### src/rtl/tff_bank_rr_sched_if.sv
// Requester-side bus of the toggle-bank scheduler.
//
// Handshake: req[i] is a level request that, together with its req_sel
// field, is held stable until grant[i] is seen high. grant is a registered
// one-cycle pulse. req_sel is captured at the arbitration edge. A requester
// drops req[i] in its grant cycle. A req[i] still high in the following
// cycle is a fresh request.
interface tff_bank_rr_sched_if #(
    parameter int NREQ  = 4,
    parameter int NBITS = 8,
    parameter int IDXW  = 3
);
    logic                   en;
    logic [NREQ-1:0]        req;
    logic [NREQ*IDXW-1:0]   req_sel;
    logic [NREQ-1:0]        grant;
    logic [NBITS-1:0]       t_pulse;
    logic [NBITS-1:0]       q;
    logic [15:0]            toggle_cnt;
    logic                   err;

    modport master (
        output en, req, req_sel,
        input  grant, t_pulse, q, toggle_cnt, err
    );

    modport slave (
        input  en, req, req_sel,
        output grant, t_pulse, q, toggle_cnt, err
    );
endinterface

### src/rtl/tff_bank_rr_sched.sv
// Round-robin sequencer that shares a bank of toggle flip-flops between
// several requesters. Each grant drives one T strobe into the bank and
// bumps a saturating toggle counter. A select outside the bank raises err.
module tff_bank_rr_sched #(
    parameter int NREQ  = 4,
    parameter int NBITS = 8,
    parameter int IDXW  = 3
) (
    input  logic                 clk,
    input  logic                 rst,
    tff_bank_rr_sched_if.slave   io_bus
);
    localparam int PW = (NREQ > 1) ? $clog2(NREQ) : 1;

    logic [NREQ-1:0]  r_grant;
    logic [IDXW-1:0]  r_sel;
    logic [PW-1:0]    r_ptr;
    logic [NBITS-1:0] r_q;
    logic [15:0]      r_cnt;

    logic [NREQ-1:0]  w_elig;
    logic [NREQ-1:0]  w_win_oh;
    logic [IDXW-1:0]  w_win_sel;
    logic [PW-1:0]    w_ptr_nxt;
    logic [PW-1:0]    w_idx;
    logic             w_found;
    logic             w_sel_ok;
    logic [NBITS-1:0] w_t_pulse;
    logic             w_err;

    // Pick the first eligible requester at or after the pointer, wrapping.
    // The requester currently holding the grant is masked out.
    always_comb begin
        w_elig    = io_bus.req & ~r_grant;
        w_found   = 1'b0;
        w_win_oh  = '0;
        w_ptr_nxt = r_ptr;
        w_idx     = '0;
        for (int k = 0; k < NREQ; k++) begin
            w_idx = PW'((int'(r_ptr) + k) % NREQ);
            if (!w_found && w_elig[w_idx]) begin
                w_found   = 1'b1;
                w_win_oh  = NREQ'(1) << w_idx;
                w_ptr_nxt = PW'((int'(w_idx) + 1) % NREQ);
            end
        end
    end

    // Mux out the bit-select of the winning requester.
    always_comb begin
        w_win_sel = '0;
        for (int i = 0; i < NREQ; i++) begin
            if (w_win_oh[i]) begin
                w_win_sel = io_bus.req_sel[i*IDXW +: IDXW];
            end
        end
    end

    // Decode the captured select into a T strobe, or flag it out of range.
    always_comb begin
        w_sel_ok  = {1'b0, r_sel} < (IDXW+1)'(NBITS);
        w_t_pulse = '0;
        w_err     = 1'b0;
        if (r_grant != '0) begin
            if (w_sel_ok) begin
                w_t_pulse = NBITS'(1) << r_sel;
            end else begin
                w_err = 1'b1;
            end
        end
    end

    // Register grant, captured select and pointer. en low only blocks new grants.
    always_ff @(posedge clk) begin
        if (rst) begin
            r_grant <= '0;
            r_sel   <= '0;
            r_ptr   <= '0;
        end else if (io_bus.en && w_found) begin
            r_grant <= w_win_oh;
            r_sel   <= w_win_sel;
            r_ptr   <= w_ptr_nxt;
        end else begin
            r_grant <= '0;
        end
    end

    // Toggle bank and saturating toggle counter. A pending strobe completes even with en low.
    always_ff @(posedge clk) begin
        if (rst) begin
            r_q   <= '0;
            r_cnt <= '0;
        end else begin
            r_q <= r_q ^ w_t_pulse;
            if ((w_t_pulse != '0) && (r_cnt != 16'hFFFF)) begin
                r_cnt <= r_cnt + 16'd1;
            end
        end
    end

    assign io_bus.grant      = r_grant;
    assign io_bus.t_pulse    = w_t_pulse;
    assign io_bus.q          = r_q;
    assign io_bus.toggle_cnt = r_cnt;
    assign io_bus.err        = w_err;
endmodule
### src/flat_wrapper.sv
// flat-port wrapper written by rule: the top's interface ports become plain ports
module tff_bank_rr_sched_flat 
#(
    parameter int NREQ  = 4,
    parameter int NBITS = 8,
    parameter int IDXW  = 3
)
  (clk, rst, io_bus_en, io_bus_req, io_bus_req_sel, io_bus_grant, io_bus_t_pulse, io_bus_q, io_bus_toggle_cnt, io_bus_err);
  tff_bank_rr_sched_if #(.NREQ(NREQ), .NBITS(NBITS), .IDXW(IDXW)) io_bus_i ();
  input  logic clk;
  input  logic rst;
  input wire logic [$bits(io_bus_i.en)-1:0] io_bus_en;
  input wire logic [$bits(io_bus_i.req)-1:0] io_bus_req;
  input wire logic [$bits(io_bus_i.req_sel)-1:0] io_bus_req_sel;
  output wire logic [$bits(io_bus_i.grant)-1:0] io_bus_grant;
  output wire logic [$bits(io_bus_i.t_pulse)-1:0] io_bus_t_pulse;
  output wire logic [$bits(io_bus_i.q)-1:0] io_bus_q;
  output wire logic [$bits(io_bus_i.toggle_cnt)-1:0] io_bus_toggle_cnt;
  output wire logic [$bits(io_bus_i.err)-1:0] io_bus_err;
  assign io_bus_i.en = io_bus_en;
  assign io_bus_i.req = io_bus_req;
  assign io_bus_i.req_sel = io_bus_req_sel;
  assign io_bus_grant = io_bus_i.grant;
  assign io_bus_t_pulse = io_bus_i.t_pulse;
  assign io_bus_q = io_bus_i.q;
  assign io_bus_toggle_cnt = io_bus_i.toggle_cnt;
  assign io_bus_err = io_bus_i.err;
  tff_bank_rr_sched #(.NREQ(NREQ), .NBITS(NBITS), .IDXW(IDXW)) u_core (.clk(clk), .rst(rst), .io_bus(io_bus_i));
endmodule
### config.mk
export PLATFORM = sky130hd
export DESIGN_NAME = tff_bank_rr_sched_flat
export DESIGN_NICKNAME = d
export VERILOG_FILES = /design/src/rtl/tff_bank_rr_sched_if.sv /design/src/rtl/tff_bank_rr_sched.sv /design/src/flat_wrapper.sv
export SDC_FILE = /design/constraint.sdc
export NUM_CORES = 1
export LEC_CHECK = 0
export ABC_CLOCK_PERIOD_IN_PS = 3300
export CORE_ASPECT_RATIO = 0.75
export CORE_MARGIN = 3
export CORE_UTILIZATION = 48
export DETAILED_ROUTE_END_ITERATION = 7
export GPL_TIMING_DRIVEN = 1
export HOLD_SLACK_MARGIN = 0.03
export PLACE_DENSITY_LB_ADDON = 0.25
export SYNTH_ARGS = -nofsm -noshare
export SYNTH_HDL_FRONTEND = slang
export SYNTH_SLANG_ARGS = --single-unit
### constraint.sdc
create_clock -name clk -period 3.3 [get_ports clk]
set_clock_uncertainty 0.1 [all_clocks]
set_input_delay 0.495 -clock clk [delete_from_list [all_inputs] [get_ports clk]]
set_output_delay 0.495 -clock clk [all_outputs]
set_load 0.1 [all_outputs]
==> summary.md, run 1 <==
| Metric | Value |
|---|---|
| Initial antenna violation count | 0 |
| Clk_lat worst skew | 0.28 ns |
| FF+latch area | 660.6 um^2 |
| Period utilization | 0.8850 |
| Cell Area, Synth | 0.001967 mm^2 |
| Syn Inst Count | 233 |
| Final #Nets | 324 |
| RD Place Congestion | 0.9552 |
| Post-DP Area | 0.002541 mm^2 |
| Total grt overflow | 0 |
| Worst r2r path cells | 9 |
| Clk sinks | 33 |
| Switching share of total power | 0.4955 |
| Vias in the first global route | 1645 |
| Largest net degree at the start of global routing | 29 |
| Internal power | 0.001074 W |
| Inserted Clock Buffers | 5 |
| Die area | 0.004910 mm^2 |
| Routed Antenna Nets | 0 |
| Row count | 19 |
| Synth Flop Type | dfxtp_1 |
| CP arrival | 2.99 ns |
| CTS max path bufs | 2 |
| Finished Cell Area | 0.002615 mm^2 |
| Yosys cell types | 57 |
| Initial DRC Count | 113 |
| Psw | 0.001055 W |
| Number of top-level pins | 56 |
| Setup WS pre-CTS | 0.1717 ns |
| Die Ht | 61.44 um |
| Clock share of power | 0.127 |
| Leakage | 1.071 nW |
| Fmax | 0.3424 GHz |
| Post-synth EDFFs | 0 |
| Layout cells sized above 1 | 0.1729 |
| Crit path launch type | register |
| Status | finished clean |
| Port bufs | 54 |
| Worst Max-Slew Pin Slew | 0.9922 ns |
| Post-layout util | 0.6875 |
| # diodes | 0 |
| Setup WS post-layout | 0.3795 ns |
| Flop pwr share | 0.244 |
| RSZ-0062 raised after global routing | false |
| Gr usage total | 0.2138 |
| Aggregate routed wire length | 5.102 mm |
| Drt wl/cell | 14.70 um |
| Tmin final | 2.920 ns |
| Crit Path Class | register to register |
| Via count | 1956 |
| Worst path required time | 3.37 ns |
| First-pass GRT wire length | 7.976 mm |
| Sequential element share of the synthesized area | 0.3359 |
| Most frequent cells in the layout | nor2_1 (37), buf_4 (37), dfxtp_1 (33) |
| Critical Path Start | u_core.r_ptr[0]$_SDFFE_PP0P_ |
| Comb power frac | 0.629 |
| Syn nets | 261 |
| Setup_tns | 0 ns |
| TritonCTS clock tree | done |
| Filler instances | 331 |
| Core area | 0.003804 mm^2 |
| Final Slew Violations | 0 |
| DP HPWL | 3.995 mm |
| Final Hold Fails | 0 |
| Max-Cap Viols | 0 |
| Worst hold path type | register to register |
| Area grow syn2layout | 32.95% |
| Ys async rst share | 0 |
| # resized after CTS | 0 |
| Htree depth | 2 |
| Synth warn | 0 |
| Clk slew on worst S/H paths | 0.06 ns |
| Seq cells post-synth | 33 |
| DRC Markers | 0 |
| CP endpoint kind | register |
| Crit path max fanout | 7 |
| Via-to-Cell Ratio | 5.637 |
| Maximum VDD drop | 0.4827 mV |
| Area of the multi-input gates | 0.001244 mm^2 |
| Hold_buf cts | 0 |
| Setup Buffers After CTS | 0 |
| Starting Density | 0.5171 |
| Crit Reg-Reg Startpoint | u_core.r_ptr[0]$_SDFFE_PP0P_ |
| Drt pass-1 iters | 4 |
| Die Wd | 79.92 um |
| Critical path capture point | u_core.r_sel[0]$_SDFFE_PP0P_ |
| Endpoints failing setup | 0 |
| FF-to-FF End | u_core.r_sel[0]$_SDFFE_PP0P_ |
| Rel. slew slack | 0.3365 |
| R2r setup slk | 0.38 ns |
| CTS root buf | clkbuf_8 |
| PD cells | 814.0 mW/mm^2 |
| Syn Area/Cell | 8.442 um^2 |
==> sequential cells by signal (all words and copies together), names as in the netlist <==
name and cells:
u_core.io_bus.q 8, u_core.io_bus.grant 4, u_core.r_ptr 2, u_core.r_sel 3, u_core.io_bus.toggle_cnt 16
==> layout make-up <==
cell class	instances	area share
Multi-Input combinational cell	184	0.4756
Sequential cell	33	0.2526
Timing Repair Buffer	63	0.2057
Clock buffer	5	0.02632
Tap cell	52	0.02488
Inverter	9	0.01292
Clock inverter	1	0.001914
==> critical path, stage by stage, from the launching register on <==
cell and delay [ns]:
dfxtp_1 0.32, inv_1 0.13, ha_1 0.44, buf_4 0.19, nor3_1 0.22, o21ai_0 0.22, and2_1 0.25, o221ai_1 0.40
nor3_1 0.16, a221o_1 0.36
==> logic make-up (layout without fill, tap and decap cells) <==
| logic type | after synthesis | count (layout) | share of synthesized area |
|---|---|---|---|
| AO/OA/AOI/OAI | 41 | 41 | 0.1597 |
| XOR/XNOR | 22 | 22 | 0.09796 |
| adder cells (fa/ha/maj) | 9 | 9 | 0.05725 |
| buffers and inverters | 16 | 78 | 0.03689 |
| flip-flops | 33 | 33 | 0.3359 |
| multiplexers | 4 | 4 | 0.02672 |
| other | 1 | 1 | 0.001907 |
| AND/OR/NAND/NOR | 107 | 107 | 0.2837 |
==> metal layers <==
layer,vias up,wire (um),track usage
met1,897,2592,0.3208
met4,0,42,0.05060
met2,89,1994,0.2925
met3,6,472,0.07164
met5,-,0,0
li1,964,-,-
==> how the worst min path moves through the flow <==
| stage | start | to | slack (ns) | depth (start not counted) |
|---|---|---|---|---|
| 6_report | u_core.io_bus.toggle_cnt[15]$_SDFFE_PP0P_ | u_core.io_bus.toggle_cnt[15]$_SDFFE_PP0P_ | 0.41 | 2 |
| 5_1_grt | u_core.io_bus.q[7]$_SDFF_PP0_ | u_core.io_bus.q[7]$_SDFF_PP0_ | 0.47 | 2 |
| 4_1_cts | u_core.io_bus.toggle_cnt[15]$_SDFFE_PP0P_ | u_core.io_bus.toggle_cnt[15]$_SDFFE_PP0P_ | 0.41 | 2 |
| 3_5_place_dp | u_core.io_bus.toggle_cnt[15]$_SDFFE_PP0P_ | u_core.io_bus.toggle_cnt[15]$_SDFFE_PP0P_ | 0.40 | 2 |
| 3_3_place_gp | u_core.io_bus.toggle_cnt[15]$_SDFFE_PP0P_ | u_core.io_bus.toggle_cnt[15]$_SDFFE_PP0P_ | 0.40 | 2 |
| 2_1_floorplan | u_core.r_sel[2]$_SDFFE_PP0P_ | u_core.r_sel[2]$_SDFFE_PP0P_ | 0.45 | 2 |
==> Yosys cell counts (2+ instances only) <==
library cell / instances / area, um^2
a21oi_1: 2 / 10.01
and4_1: 2 / 17.52
dfxtp_1: 33 / 660.6
xor2_1: 11 / 96.34
or3_1: 3 / 18.77
a32o_1: 3 / 30.03
o21ai_1: 4 / 20.02
ha_1: 9 / 112.6
nor2b_1: 5 / 31.28
a21boi_0: 3 / 22.52
a31oi_1: 2 / 12.51
and3_1: 5 / 31.28
a221o_1: 3 / 30.03
o31ai_1: 4 / 30.03
clkbuf_1: 3 / 11.26
a211oi_1: 2 / 15.01
o21ai_0: 5 / 25.02
mux2i_1: 3 / 30.03
nand2_1: 9 / 33.78
nand2b_1: 6 / 37.54
nor2_1: 37 / 138.9
and2_1: 5 / 31.28
xnor2_1: 11 / 96.34
inv_1: 8 / 30.03
nand4_1: 7 / 43.79
nand3_1: 8 / 40.04
nor3_1: 10 / 50.05
==> power groups by stage <==
stage / combinational [W] / sequential (W) / clock, W
2_1_floorplan: 0.000808 / 0.000692 / 0
3_3_place_gp: 0.00132 / 0.000526 / 0
3_5_place_dp: 0.00131 / 0.000528 / 0
4_1_cts: 0.00132 / 0.000519 / 0.000278
5_1_grt: 0.00143 / 0.000528 / 0.000299
6_report: 0.00134 / 0.000520 / 0.000270
==> metrics by stage <==
stage          total power, W  std cells  hold WS [ns]
3_5_place_dp         0.001840        341        0.4010
3_3_place_gp         0.001845        341        0.3980
6_report             0.002129        347        0.4130
2_1_floorplan        0.001501        233        0.4482
4_1_cts              0.002115        347        0.4112
5_1_grt              0.002258        347        0.4696
Note: power is estimated with default switching activity, not from simulation.
==> run 2: changes to the inputs <==
--- a/config.mk
+++ b/config.mk
@@ -13,6 +13,7 @@
 export GPL_TIMING_DRIVEN = 1
 export HOLD_SLACK_MARGIN = 0.03
 export PLACE_DENSITY_LB_ADDON = 0.25
+export SLEW_MARGIN = 20
 export SYNTH_ARGS = -nofsm -noshare
 export SYNTH_HDL_FRONTEND = slang
 export SYNTH_SLANG_ARGS = --single-unit
==> results of run 2 <==
The final DEF is identical to that of run 1; final timing and power are the same.
